===== src/rtl/des_dec_key_schedule.sv =====
// rtl/des_dec_key_schedule.sv - iterative DES key schedule streaming 16 subkeys with on-the-fly rotations
module des_dec_key_schedule #(
   parameter int DECRYPT = 1
) (
   input  logic        clk,
   input  logic        rst,
   input  logic [1:64] key_in,
   input  logic        key_valid,
   output logic        key_ready,
   output logic [1:48] subkey_out,
   output logic        subkey_valid,
   input  logic        subkey_ready,
   output logic [4:0]  round_idx,
   output logic        subkey_last
);

   typedef enum logic {IDLE, RUN} state_t;

   // Decryption walks the schedule backwards with right rotations.
   localparam logic rot_left = (DECRYPT == 0);

   state_t      state, state_nxt;
   logic [1:28] c, d, c_nxt, d_nxt;
   logic [1:28] pc1_c, pc1_d;
   logic [4:0]  round_nxt;
   logic [4:0]  next_round;
   logic [4:0]  shift_sel;
   logic        unused_parity;

   // Rotate a 28-bit half by one or two places; the halves never exchange bits.
   function automatic logic [1:28] rot(input logic [1:28] x, input logic left, input logic two);
      if (left)
         rot = two ? {x[3:28], x[1:2]} : {x[2:28], x[1]};
      else
         rot = two ? {x[27:28], x[1:26]} : {x[28], x[1:27]};
   endfunction

   // Shift table 1,1,2,2,2,2,2,2,1,2,2,2,2,2,2,1: single steps at 1, 2, 9 and 16.
   function automatic logic two_step(input logic [4:0] r);
      two_step = !((r == 5'd1) || (r == 5'd2) || (r == 5'd9) || (r == 5'd16));
   endfunction

   assign pc1_c = {key_in[57], key_in[49], key_in[41], key_in[33], key_in[25], key_in[17], key_in[9],
                   key_in[1],  key_in[58], key_in[50], key_in[42], key_in[34], key_in[26], key_in[18],
                   key_in[10], key_in[2],  key_in[59], key_in[51], key_in[43], key_in[35], key_in[27],
                   key_in[19], key_in[11], key_in[3],  key_in[60], key_in[52], key_in[44], key_in[36]};

   assign pc1_d = {key_in[63], key_in[55], key_in[47], key_in[39], key_in[31], key_in[23], key_in[15],
                   key_in[7],  key_in[62], key_in[54], key_in[46], key_in[38], key_in[30], key_in[22],
                   key_in[14], key_in[6],  key_in[61], key_in[53], key_in[45], key_in[37], key_in[29],
                   key_in[21], key_in[13], key_in[5],  key_in[28], key_in[20], key_in[12], key_in[4]};

   // Parity bits take no part in the schedule.
   assign unused_parity = ^{key_in[8], key_in[16], key_in[24], key_in[32],
                            key_in[40], key_in[48], key_in[56], key_in[64]};

   assign next_round = round_idx + 5'd1;
   // Going backwards, round r uses the shift that forward round 18-r would have applied.
   assign shift_sel  = rot_left ? next_round : (5'd18 - next_round);

   // State and C/D registers; reset abandons any stream in progress.
   always_ff @(posedge clk) begin
      if (rst) begin
         state     <= IDLE;
         c         <= '0;
         d         <= '0;
         round_idx <= '0;
      end else begin
         state     <= state_nxt;
         c         <= c_nxt;
         d         <= d_nxt;
         round_idx <= round_nxt;
      end
   end

   // Next-state: load on key handshake, rotate on each subkey handshake.
   always_comb begin
      state_nxt = state;
      c_nxt     = c;
      d_nxt     = d;
      round_nxt = round_idx;
      case (state)
         IDLE: begin
            if (key_valid) begin
               c_nxt     = rot_left ? rot(pc1_c, 1'b1, 1'b0) : pc1_c;
               d_nxt     = rot_left ? rot(pc1_d, 1'b1, 1'b0) : pc1_d;
               round_nxt = 5'd1;
               state_nxt = RUN;
            end
         end
         RUN: begin
            if (subkey_ready) begin
               if (round_idx == 5'd16) begin
                  state_nxt = IDLE;
                  round_nxt = '0;
               end else begin
                  round_nxt = next_round;
                  c_nxt     = rot(c, rot_left, two_step(shift_sel));
                  d_nxt     = rot(d, rot_left, two_step(shift_sel));
               end
            end
         end
      endcase
   end

   assign key_ready    = (state == IDLE);
   assign subkey_valid = (state == RUN);
   assign subkey_last  = subkey_valid && (round_idx == 5'd16);

   // PC-2 written against C (positions 1..28) and D (positions 29..56).
   assign subkey_out = subkey_valid ?
      {c[14], c[17], c[11], c[24], c[1],  c[5],  c[3],  c[28], c[15], c[6],  c[21], c[10],
       c[23], c[19], c[12], c[4],  c[26], c[8],  c[16], c[7],  c[27], c[20], c[13], c[2],
       d[13], d[24], d[3],  d[9],  d[19], d[27], d[2],  d[12], d[23], d[17], d[5],  d[20],
       d[16], d[21], d[11], d[28], d[6],  d[25], d[18], d[14], d[22], d[8],  d[1],  d[4]}
      : '0;

endmodule


===== config.mk =====
export PLATFORM = sky130hd
export DESIGN_NAME = des_dec_key_schedule
export DESIGN_NICKNAME = d
export VERILOG_FILES = /design/src/rtl/des_dec_key_schedule.sv
export SDC_FILE = /design/constraint.sdc
export NUM_CORES = 1
export LEC_CHECK = 0
export CAP_MARGIN = 5
export CORE_MARGIN = 2
export CORE_UTILIZATION = 49
export CTS_BUF_LIST = sky130_fd_sc_hd__clkbuf_16
export CTS_CLUSTER_SIZE = 28
export DETAILED_ROUTE_END_ITERATION = 8
export GPL_ROUTABILITY_DRIVEN = 0
export GPL_TIMING_DRIVEN = 0
export MAX_ROUTING_LAYER = met4
export PLACE_DENSITY = 0.81
export SLEW_MARGIN = 15
export SYNTH_ARGS = -nofsm -noshare
export SYNTH_HDL_FRONTEND = slang
export SYNTH_SLANG_ARGS = --single-unit

===== constraint.sdc =====
create_clock -name clk -period 3.4 [get_ports clk]
set_input_delay 0.68 -clock clk [delete_from_list [all_inputs] [get_ports clk]]
set_output_delay 0.68 -clock clk [all_outputs]
set_load 0.05 [all_outputs]

==> impl_results.md, run 1 <==
- CTS sink count: 62
- Row count: 34
- Cell Int Power: 1.75 mW
- Status: finished clean
- PostCTS Resize Cnt: 13
- Die area: 0.00952 mm²
- Initial DRC count: 424
- Routed WL per cell: 19.7 µm
- Global Route Usage Sum: about a third
- Layout cells sized above 1: 9.46%
- Mapped Cells: around 560
- Core box area: around 0.0086 mm²
- Ranking of synthesized cells by area: dfxtp_1, nor2_1, and2_1
- Worst path required time: ~2700 ps
- Port bufs: approximately 110
- Combinational share of power: 31.0%
- Worst vdd ir: 0.288 mV
- Mean Syn Cell Area: 7.70 µm²
- Multi-input gate area: about 0.0028 mm²
- Power density cells: 450 mW/mm²
- Pleak: ~2.7 nW
- Fillers: 700
- Slew Limit Fails: 0
- # H-tree levels: 3
- Vias per inst: roughly 6.3
- Final hold vios: 0
- Synth-to-layout area growth: 38.5%
- Post-synth top area share: between 20% and 30%
- Detailed-route wire length: about 16,000 µm
- Vias in the first global route: between 4,000 and 5,000
- Final ANT Viol Nets: 0
- Clock power frac: between 30 and 40%
- Initial antenna violation count: 0
- Post-synth EDFFs: 0
- Min Tclk post-route: around 3200 ps
- HP Class: reg -> reg
- Crit path launch type: flip-flop
- Setup TNS: 0 ps
- Clk_lat worst skew: 330 ps
- Grt total ovfl: 0
- Seq cells post-synth: 62
- Vert. Die Dim: ~98 µm
- Post-synth ARST share: 0%
- Root buf cell: clkbuf_16
- Die X: between 90 and 100 µm
- CP arrival: 2500 ps
- First drt pass iteration count: 6
- DR vias: 5,024
- CTS tree: done
- Ys Warns: 0
- Worst hold slack: between 400 and 500 ps
- Crit. End Element: output pin
- Synthesized cell area: around 0.0043 mm²
- CP Class: reg -> out
- Final period utilization: 93.4%
- RSZ-0062 raised after global routing: false
- Achievable Freq: 0.315 GHz
- CTS Buffer Depth: 2
- Netlist cell types: 52
- I/O pin cnt: about 120
- Max transition margin: a little over half
- Largest area contributor in the netlist: dfxtp_1
- Setup violators final: 0
- Initial core utilization: 49.9%
- Post-layout net count: between 700 and 800
- MaxCap Viol Count: 0
- Crit Path Max Fanout: 10
- Max Clock Skew: ~8.4 ps
- Largest net degree at the start of global routing: 12
- Flop pwr share: approximately a third
- Total CTS buffers: 9
- Ant diodes: 0
- Syn_nets: 630
- Net Sw Power: just over 0.9 mW
- Switch share: around a third
- Postcts setup bufs: 0
- Ys flop type: dfxtp_1
- Register Area: about 0.0012 mm²
- Post-DP HPWL: 11,100 µm
- Reg clk slew, reported paths: 60 ps
- Sequential-to-total area share from yosys stat: about 29%
- Worst-Margin Slew: between 700 and 800 ps
- Post-route DRC violation count: 0
- Post-CTS Hold Fix Bufs: 0
- First-pass GRT wire length: between 20,000 and 25,000 µm
==> synthesized netlist by cell type (all sizes together), types with 18 or more instances <==
cell    number
o41ai       26
nor3        28
and2        48
nor2b       26
a211oi      26
o22ai       18
nand2       20
nor2        83
dfxtp       62
a21oi       58
buf         20
clkbuf      32
==> metrics by stage <==
stage	instances	instance area (µm²)	power (mW)	utilization [%]	worst slack (ps)
CTS	795	5880	2.65	68.4	4.50
global placement	779	5570	1.66	64.9	185
floorplan	557	4300	1.40	-	299
detailed placement	779	5570	1.68	64.9	183
finish	795	5950	2.68	69.2	224
global route	795	5950	2.77	69.2	119
==> worst max-delay path, cell delays in order (launching register included) <==
cell             delay (ps)
dfxtp_1                 340
buf_2                   190
clkbuf_2                270
clkbuf_2                320
and2_1                  230
clkdlybuf4s50_1         820
==> area by class of cell <==
type	count	area share, %
buffer	52	4.59
clock buffer	9	3.79
clock inverter	7	1.49
inverter	5	0.316
multi-input combinational	438	46.6
sequential	62	20.9
tap	108	2.27
timing repair buffer	114	20.1
==> path summary, 6_finish.rpt <==
check | slack (ps) | start | cells past startpoint | to
hold / removal | 490 | c[24]$_SDFFE_PP0P_ | 2 | c[24]$_SDFFE_PP0P_
hold reg to reg | 490 | c[24]$_SDFFE_PP0P_ | 2 | c[24]$_SDFFE_PP0P_
setup / recovery | 220 | subkey_valid$_SDFF_PP0_ | 5 | subkey_out[11]
setup reg to reg | 370 | round_idx[0]$_SDFFE_PP0P_ | 11 | d[1]$_SDFFE_PP0P_
==> state kept, by name, indices dropped and copies added, names as in the netlist <==
signal        cells
c                28
d                28
round_idx         5
subkey_valid      1
==> routing by layer <==
metal / vias up / track usage, % / routed length, µm
met2: 348 / 51.2 / 7220
met3: 66 / 6.47 / 1500
li1: 2299 / - / -
met4: 0 / 15.3 / 660
met1: 2311 / 40.8 / 6290
met5: - / - / 0
==> power groups by stage <==
stage                     clock network (mW)  registers, mW  logic [mW]
after global placement                     0          0.868       0.795
after global routing                    1.02          0.867       0.882
after CTS                              0.985          0.857       0.813
after detailed placement                   0          0.872       0.811
final                                  0.989          0.860       0.829
after floorplan                            0          0.861       0.541
==> logic make-up (layout without fill, tap and decap cells) <==
logic type / Yosys count / in the layout / share of synthesized area, %
and+or+nand+nor: 235 / 235 / 28.1
buffers and inverters: 57 / 187 / 6.68
adders and majority gates: 5 / 5 / 1.46
xor gates and xnor gates: 3 / 3 / 0.787
muxes: 8 / 8 / 1.87
DFF: 62 / 62 / 28.9
AOI/OAI and AO/OA: 187 / 187 / 32.2
==> cell usage in the layout, fill, tap and decap left out, types with 11 or more instances in the layout <==
cell              n
o21bai_1         14
dlymetal6s2s_1   26
a21oi_1          48
dfxtp_1          62
nor2b_1          26
nor3_1           26
nand2_1          20
a211oi_1         25
and2_1           48
o41ai_1          25
clkbuf_1         28
clkdlybuf4s50_1  78
o21ai_0          11
o22ai_1          18
nor2_1           83
Power figures use the tool's default switching activity.
==> run 2, diff against run 1 <==
--- a/config.mk
+++ b/config.mk
@@ -5,16 +5,15 @@
 export SDC_FILE = /design/constraint.sdc
 export NUM_CORES = 1
 export LEC_CHECK = 0
-export CAP_MARGIN = 5
 export CORE_MARGIN = 2
-export CORE_UTILIZATION = 49
-export CTS_BUF_LIST = sky130_fd_sc_hd__clkbuf_16
+export CORE_UTILIZATION = 33
+export CTS_BUF_LIST = sky130_fd_sc_hd__clkbuf_4
 export CTS_CLUSTER_SIZE = 28
 export DETAILED_ROUTE_END_ITERATION = 8
 export GPL_ROUTABILITY_DRIVEN = 0
 export GPL_TIMING_DRIVEN = 0
 export MAX_ROUTING_LAYER = met4
-export PLACE_DENSITY = 0.81
+export PLACE_DENSITY = 0.58
 export SLEW_MARGIN = 15
 export SYNTH_ARGS = -nofsm -noshare
 export SYNTH_HDL_FRONTEND = slang
==> impl_results.md, run 2 (synthesized netlist as in run 1, its figures left out) <==
- Initial DRC count: 421 (was 424)
- CTS tree: done (unchanged)
- Critical path's top delay family: buffers and inverters (unchanged)
- Final hold vios: 0 (unchanged)
- Ant diodes: 0 (unchanged)
- HP Class: reg -> reg (unchanged)
- Grt total ovfl: 0 (unchanged)
- Global Route Usage Sum: 24.4% (was 32.7%)
- Max transition margin: 50.5% (was 52.2%)
- Vert. Die Dim: 118 µm (was 97.6 µm)
- Critical Path, Cell by Cell: buf_2 -> buf_1 -> and2_1 -> clkdlybuf4s50_1 (was buf_2 -> clkbuf_2 -> clkbuf_2 -> and2_1 -> clkdlybuf4s50_1)
- MaxCap Viol Count: 0 (unchanged)
- Register Area: 0.00124 mm² (unchanged)
- Synth-to-layout area growth: 36.6% (was 38.5%)
- First drt pass iteration count: 6 (unchanged)
- Largest net degree at the start of global routing: 11 (was 12)
- Detailed-route wire length: 16,800 µm (was 15,700 µm)
- Post-route DRC violation count: 0 (unchanged)
- Worst path required time: 2720 ps (about the same)
- Layout cells sized above 1: 9.90% (was 9.46%)
- Setup violators final: 0 (unchanged)
- Crit Path Max Fanout: 10 (unchanged)
- Worst hold slack: 501 ps (was 489 ps)
- Worst-Margin Slew: 743 ps (was 717 ps)
- Initial core utilization: 33.9% (was 49.9%)
- Status: finished clean (unchanged)
- Post-CTS Hold Fix Bufs: 0 (unchanged)
- DR vias: 4,931 (was 5,024)
- Initial antenna violation count: 0 (unchanged)
- CP arrival: 2670 ps (was 2500 ps)
- Routed WL per cell: 19.6 µm (was 19.7 µm)
- Final period utilization: 98.7% (was 93.4%)
- Slew Limit Fails: 0 (unchanged)
- Min Tclk post-route: 3350 ps (was 3180 ps)
- CP Class: reg -> out (unchanged)
- Postcts setup bufs: 0 (unchanged)
- Setup TNS: 0 ps (unchanged)
- Post-DP HPWL: 12,000 µm (was 11,100 µm)
- CTS sink count: 62 (unchanged)
- Max incr delay on CP: 850 ps (was 820 ps)
- Reg clk slew, reported paths: 110 ps (was 60 ps)
- # H-tree levels: 3 (unchanged)
- PostCTS Resize Cnt: 14 (was 13)
- Pleak: 2.65 nW (was 2.68 nW)
- Die area: 0.0139 mm² (was 0.00952 mm²)
- Inst Count DP: 843 (was 779)
- Clk_lat worst skew: 430 ps (was 330 ps)
- DP Area: 0.00565 mm² (was 0.00557 mm²)
- Worst vdd ir: 0.187 mV (was 0.288 mV)
- Core box area: 0.0127 mm² (was 0.00859 mm²)
- Achievable Freq: 0.298 GHz (was 0.315 GHz)
- Power density cells: 384 mW/mm² (was 450 mW/mm²)
- Vias in the first global route: 4,796 (was 4,910)
- Fillers: 1,338 (was 700)
- CP bufs+invs: 3 (was 4)
- Final Instance Count excl. Fillers: 859 (was 795)
- Multi-input gate area: 0.00277 mm² (unchanged)
- I/O pin cnt: 124 (unchanged)
- First-pass GRT wire length: 26,300 µm (was 24,700 µm)
- Post-layout net count: 755 (unchanged)
- Port bufs: 114 (unchanged)
- Crit path launch type: flip-flop (unchanged)
- Slowest stage cell, crit path: clkdlybuf4s50_1 (unchanged)
- Commonest non-fill, non-tap cell in the layout: nor2_1 (unchanged)
- Max Clock Skew: 8.69 ps (was 8.42 ps)
- CTS Buffer Depth: 2 (unchanged)
- Commonest cells after routing, fill and taps aside: nor2_1, clkdlybuf4s50_1, dfxtp_1 (unchanged)
- Largest regs: c (28), d (28), round_idx (5) (unchanged)
- Final ANT Viol Nets: 0 (unchanged)
- Root buf cell: clkbuf_4 (was clkbuf_16)
- RSZ-0062 raised after global routing: true (was false)
- Row count: 41 (was 34)
- Vias per inst: 5.74 (was 6.32)
- Crit. End Element: output pin (unchanged)
- Total CTS buffers: 9 (unchanged)
- Final instance area: 0.00586 mm² (was 0.00595 mm²)
- Die X: 118 µm (was 97.6 µm)
-- run 2: worst min-delay path: stages, from the launching register on --
cell	delay (ps)
dfxtp_1	320
nor2_1	100
nor4_1	50
-- run 2: final timing paths --
kind	startpoint	end	slack, ps	cells past startpoint
max	subkey_valid$_SDFF_PP0_	subkey_out[19]	50	4
min	c[24]$_SDFFE_PP0P_	c[24]$_SDFFE_PP0P_	500	2
max reg2reg	round_idx[0]$_SDFFE_PP0P_	c[16]$_SDFFE_PP0P_	310	11
min reg2reg	c[24]$_SDFFE_PP0P_	c[24]$_SDFFE_PP0P_	500	2
-- run 2: power breakdown --
part | switching [mW] | internal [mW] | total, mW
registers | 0.0559 | 0.802 | 0.858
clock network | 0.281 | 0.275 | 0.556
logic | 0.524 | 0.312 | 0.835
-- run 2: per-layer routing --
layer	share of wire (%)	GRT usage (%)	vias to the layer above	routed length, µm
met1	45	31.9	2329	7510
met2	46	38.0	261	7670
li1	-	-	2312	-
met3	8.1	5.28	29	1370
met4	1.5	6.93	0	259
met5	0	-	-	0
-- run 2: layout make-up --
class                           count  area share [%]
Clock buffer                       15            1.92
Buffer                             52            4.68
Multi-Input combinational cell    438            47.3
Sequential cell                    62            21.2
Clock inverter                      1           0.512
Inverter                            5           0.320
Timing Repair Buffer              114            20.5
Tap cell                          172            3.67
-- run 2: per-stage QoR --
stage | setup slack (ps) | utilization [%] | total power, mW
3_3_place_gp | 87.7 | 44.6 | 1.69
3_5_place_dp | 102 | 44.6 | 1.70
5_1_grt | -57.4 | 46.3 | 2.36
4_1_cts | 4.13 | 45.7 | 2.25
6_report | 45.1 | 46.3 | 2.25
2_1_floorplan | 299 | - | 1.40
==> run 3, diff against run 2 <==
--- a/config.mk
+++ b/config.mk
@@ -14,6 +14,7 @@
 export GPL_TIMING_DRIVEN = 0
 export MAX_ROUTING_LAYER = met4
 export PLACE_DENSITY = 0.58
+export RECOVER_POWER = 100
 export SLEW_MARGIN = 15
 export SYNTH_ARGS = -nofsm -noshare
 export SYNTH_HDL_FRONTEND = slang
==> impl_results.md, run 3 (synthesized netlist as in run 1, its figures left out) <==
- Status: finished clean (unchanged)
- Grt total ovfl: 0 (unchanged)
- Worst vdd ir: 0.187 mV (about the same)
- Power density cells: 398 mW/mm² (was 384 mW/mm²)
- Detailed-route wire length: 16,800 µm (about the same)
- CTS Buffer Depth: 2 (unchanged)
- Core box area: 0.0127 mm² (unchanged)
- Vias in the first global route: 4,796 (unchanged)
- Post-layout net count: 755 (unchanged)
- Largest regs: c (28), d (28), round_idx (5) (unchanged)
- Worst path required time: 3690 ps (was 2720 ps)
- Routed WL per cell: 19.6 µm (about the same)
- Setup TNS: 0 ps (unchanged)
- Vert. Die Dim: 118 µm (unchanged)
- Post-DP HPWL: 12,000 µm (unchanged)
- Die X: 118 µm (unchanged)
- First-pass GRT wire length: 26,300 µm (unchanged)
- I/O pin cnt: 124 (unchanged)
- Layout cells sized above 1: 9.46% (was 9.90%)
- Commonest cells after routing, fill and taps aside: nor2_1, clkdlybuf4s50_1, dfxtp_1 (unchanged)
- Largest net degree at the start of global routing: 11 (unchanged)
- Final Power: 2.23 mW (was 2.25 mW)
- Port bufs: 114 (unchanged)
- Pleak: 2.10 nW (was 2.65 nW)
- Die area: 0.0139 mm² (unchanged)
- First drt pass iteration count: 5 (was 6)
- Vias per inst: 5.76 (was 5.74)
- CP Class: reg -> reg (was reg -> out)
- Post-CTS Hold Fix Bufs: 0 (unchanged)
- CTS tree: done (unchanged)
- M1 wire length: 7480 µm (was 7510 µm)
- HP Class: reg -> reg (unchanged)
- DR vias: 4,947 (was 4,931)
- CP arrival: 3630 ps (was 2670 ps)
- Crit path launch type: flip-flop (unchanged)
- Clk_lat worst skew: 430 ps (about the same)
- Setup violators final: 0 (unchanged)
- Ant diodes: 0 (unchanged)
- Final period utilization: 98.3% (was 98.7%)
- Reg clk slew, reported paths: 110 ps (about the same)
- # H-tree levels: 3 (unchanged)
- Max layer used: met4 (unchanged)
- Initial core utilization: 33.9% (unchanged)
- Crit Path Max Fanout: 10 (unchanged)
- Row count: 41 (unchanged)
- Max transition margin: 50.0% (was 50.5%)
- Met2 WL: 7580 µm (was 7670 µm)
- Crit. End Element: flip-flop (was output pin)
- Final ANT Viol Nets: 0 (unchanged)
- Min Tclk post-route: 3340 ps (was 3350 ps)
- Post-route DRC violation count: 0 (unchanged)
- Synth-to-layout area growth: 30.3% (was 36.6%)
- Global Route Usage Sum: 24.4% (unchanged)
- Achievable Freq: 0.299 GHz (was 0.298 GHz)
- Commonest non-fill, non-tap cell in the layout: nor2_1 (unchanged)
- Total CTS buffers: 9 (unchanged)
- Initial DRC count: 429 (was 421)
- Max Clock Skew: 11.1 ps (was 8.69 ps)
- RSZ-0062 raised after global routing: true (unchanged)
- Slew Limit Fails: 0 (unchanged)
- Met3 wire length: 1440 µm (was 1370 µm)
- Final hold vios: 0 (unchanged)
- Initial antenna violation count: 0 (unchanged)
- Worst-Margin Slew: 750 ps (was 743 ps)
- MaxCap Viol Count: 0 (unchanged)
- CTS sink count: 62 (unchanged)
- Root buf cell: clkbuf_4 (unchanged)
==> run 3: worst paths after layout <==
kind                                           startpoint                  to  slack, ps  cells after the start
worst max-delay path            round_idx[0]$_SDFFE_PP0P_  d[28]$_SDFFE_PP0P_         60                     11
worst min-delay path                   c[24]$_SDFFE_PP0P_  c[24]$_SDFFE_PP0P_        500                      2
worst max register to register  round_idx[0]$_SDFFE_PP0P_  d[28]$_SDFFE_PP0P_         60                     11
worst min register to register         c[24]$_SDFFE_PP0P_  c[24]$_SDFFE_PP0P_        500                      2
==> run 3: per-stage QoR <==
step           worst slack [ps]  utilization, %  std cells  instance area, µm²  hold slack (ps)
6_report                   56.9            44.1        859                5590              499
5_1_grt                   -57.4            44.1        859                5590              546
4_1_cts                    4.13            45.7        859                5790              502
3_5_place_dp                102            44.6        843                5650              487
3_3_place_gp               87.7            44.6        843                5650              484
2_1_floorplan               299               -        557                4300              470
==> run 3: cell type report <==
class,count,area (µm²)
Inverter,5,18.8
Tap cell,172,215
Buffer,52,254
Fill cell,1383,7080
Multi-Input combinational cell,438,2770
Clock buffer,15,113
Sequential cell,62,1240
Timing Repair Buffer,114,953
Clock inverter,1,30.0
==> run 3: timing repair <==
action                                  in CTS  in global routing
gates resized for setup                     14                 32
endpoints found under the setup margin      38                 31
setup buffers                                0                  0
==> run 3: worst max-delay path, cell delays in order, from the launching register on <==
cell       delay, ps
dfxtp_1          600
inv_1            140
ha_1             310
nand4_2          140
o41ai_4           90
nor3_1           240
o211a_2          410
a41oi_2           70
clkbuf_2         260
clkbuf_2         280
a2111oi_0        520
nor4_1           130
==> run 3: per-layer routing <==
metal  track usage [%]  vias up
met1              31.9     2337
met2              38.0      272
li1                  -     2311
met4              6.93        0
met3              5.28       27
met5                 -        -
==> run 3: power breakdown <==
group / switching, mW / internal [mW] / leakage, nW
logic: 0.524 / 0.284 / 1.51
registers: 0.0560 / 0.802 / 0.512
clock network: 0.284 / 0.275 / 0.0831
total: 0.864 / 1.36 / 2.10
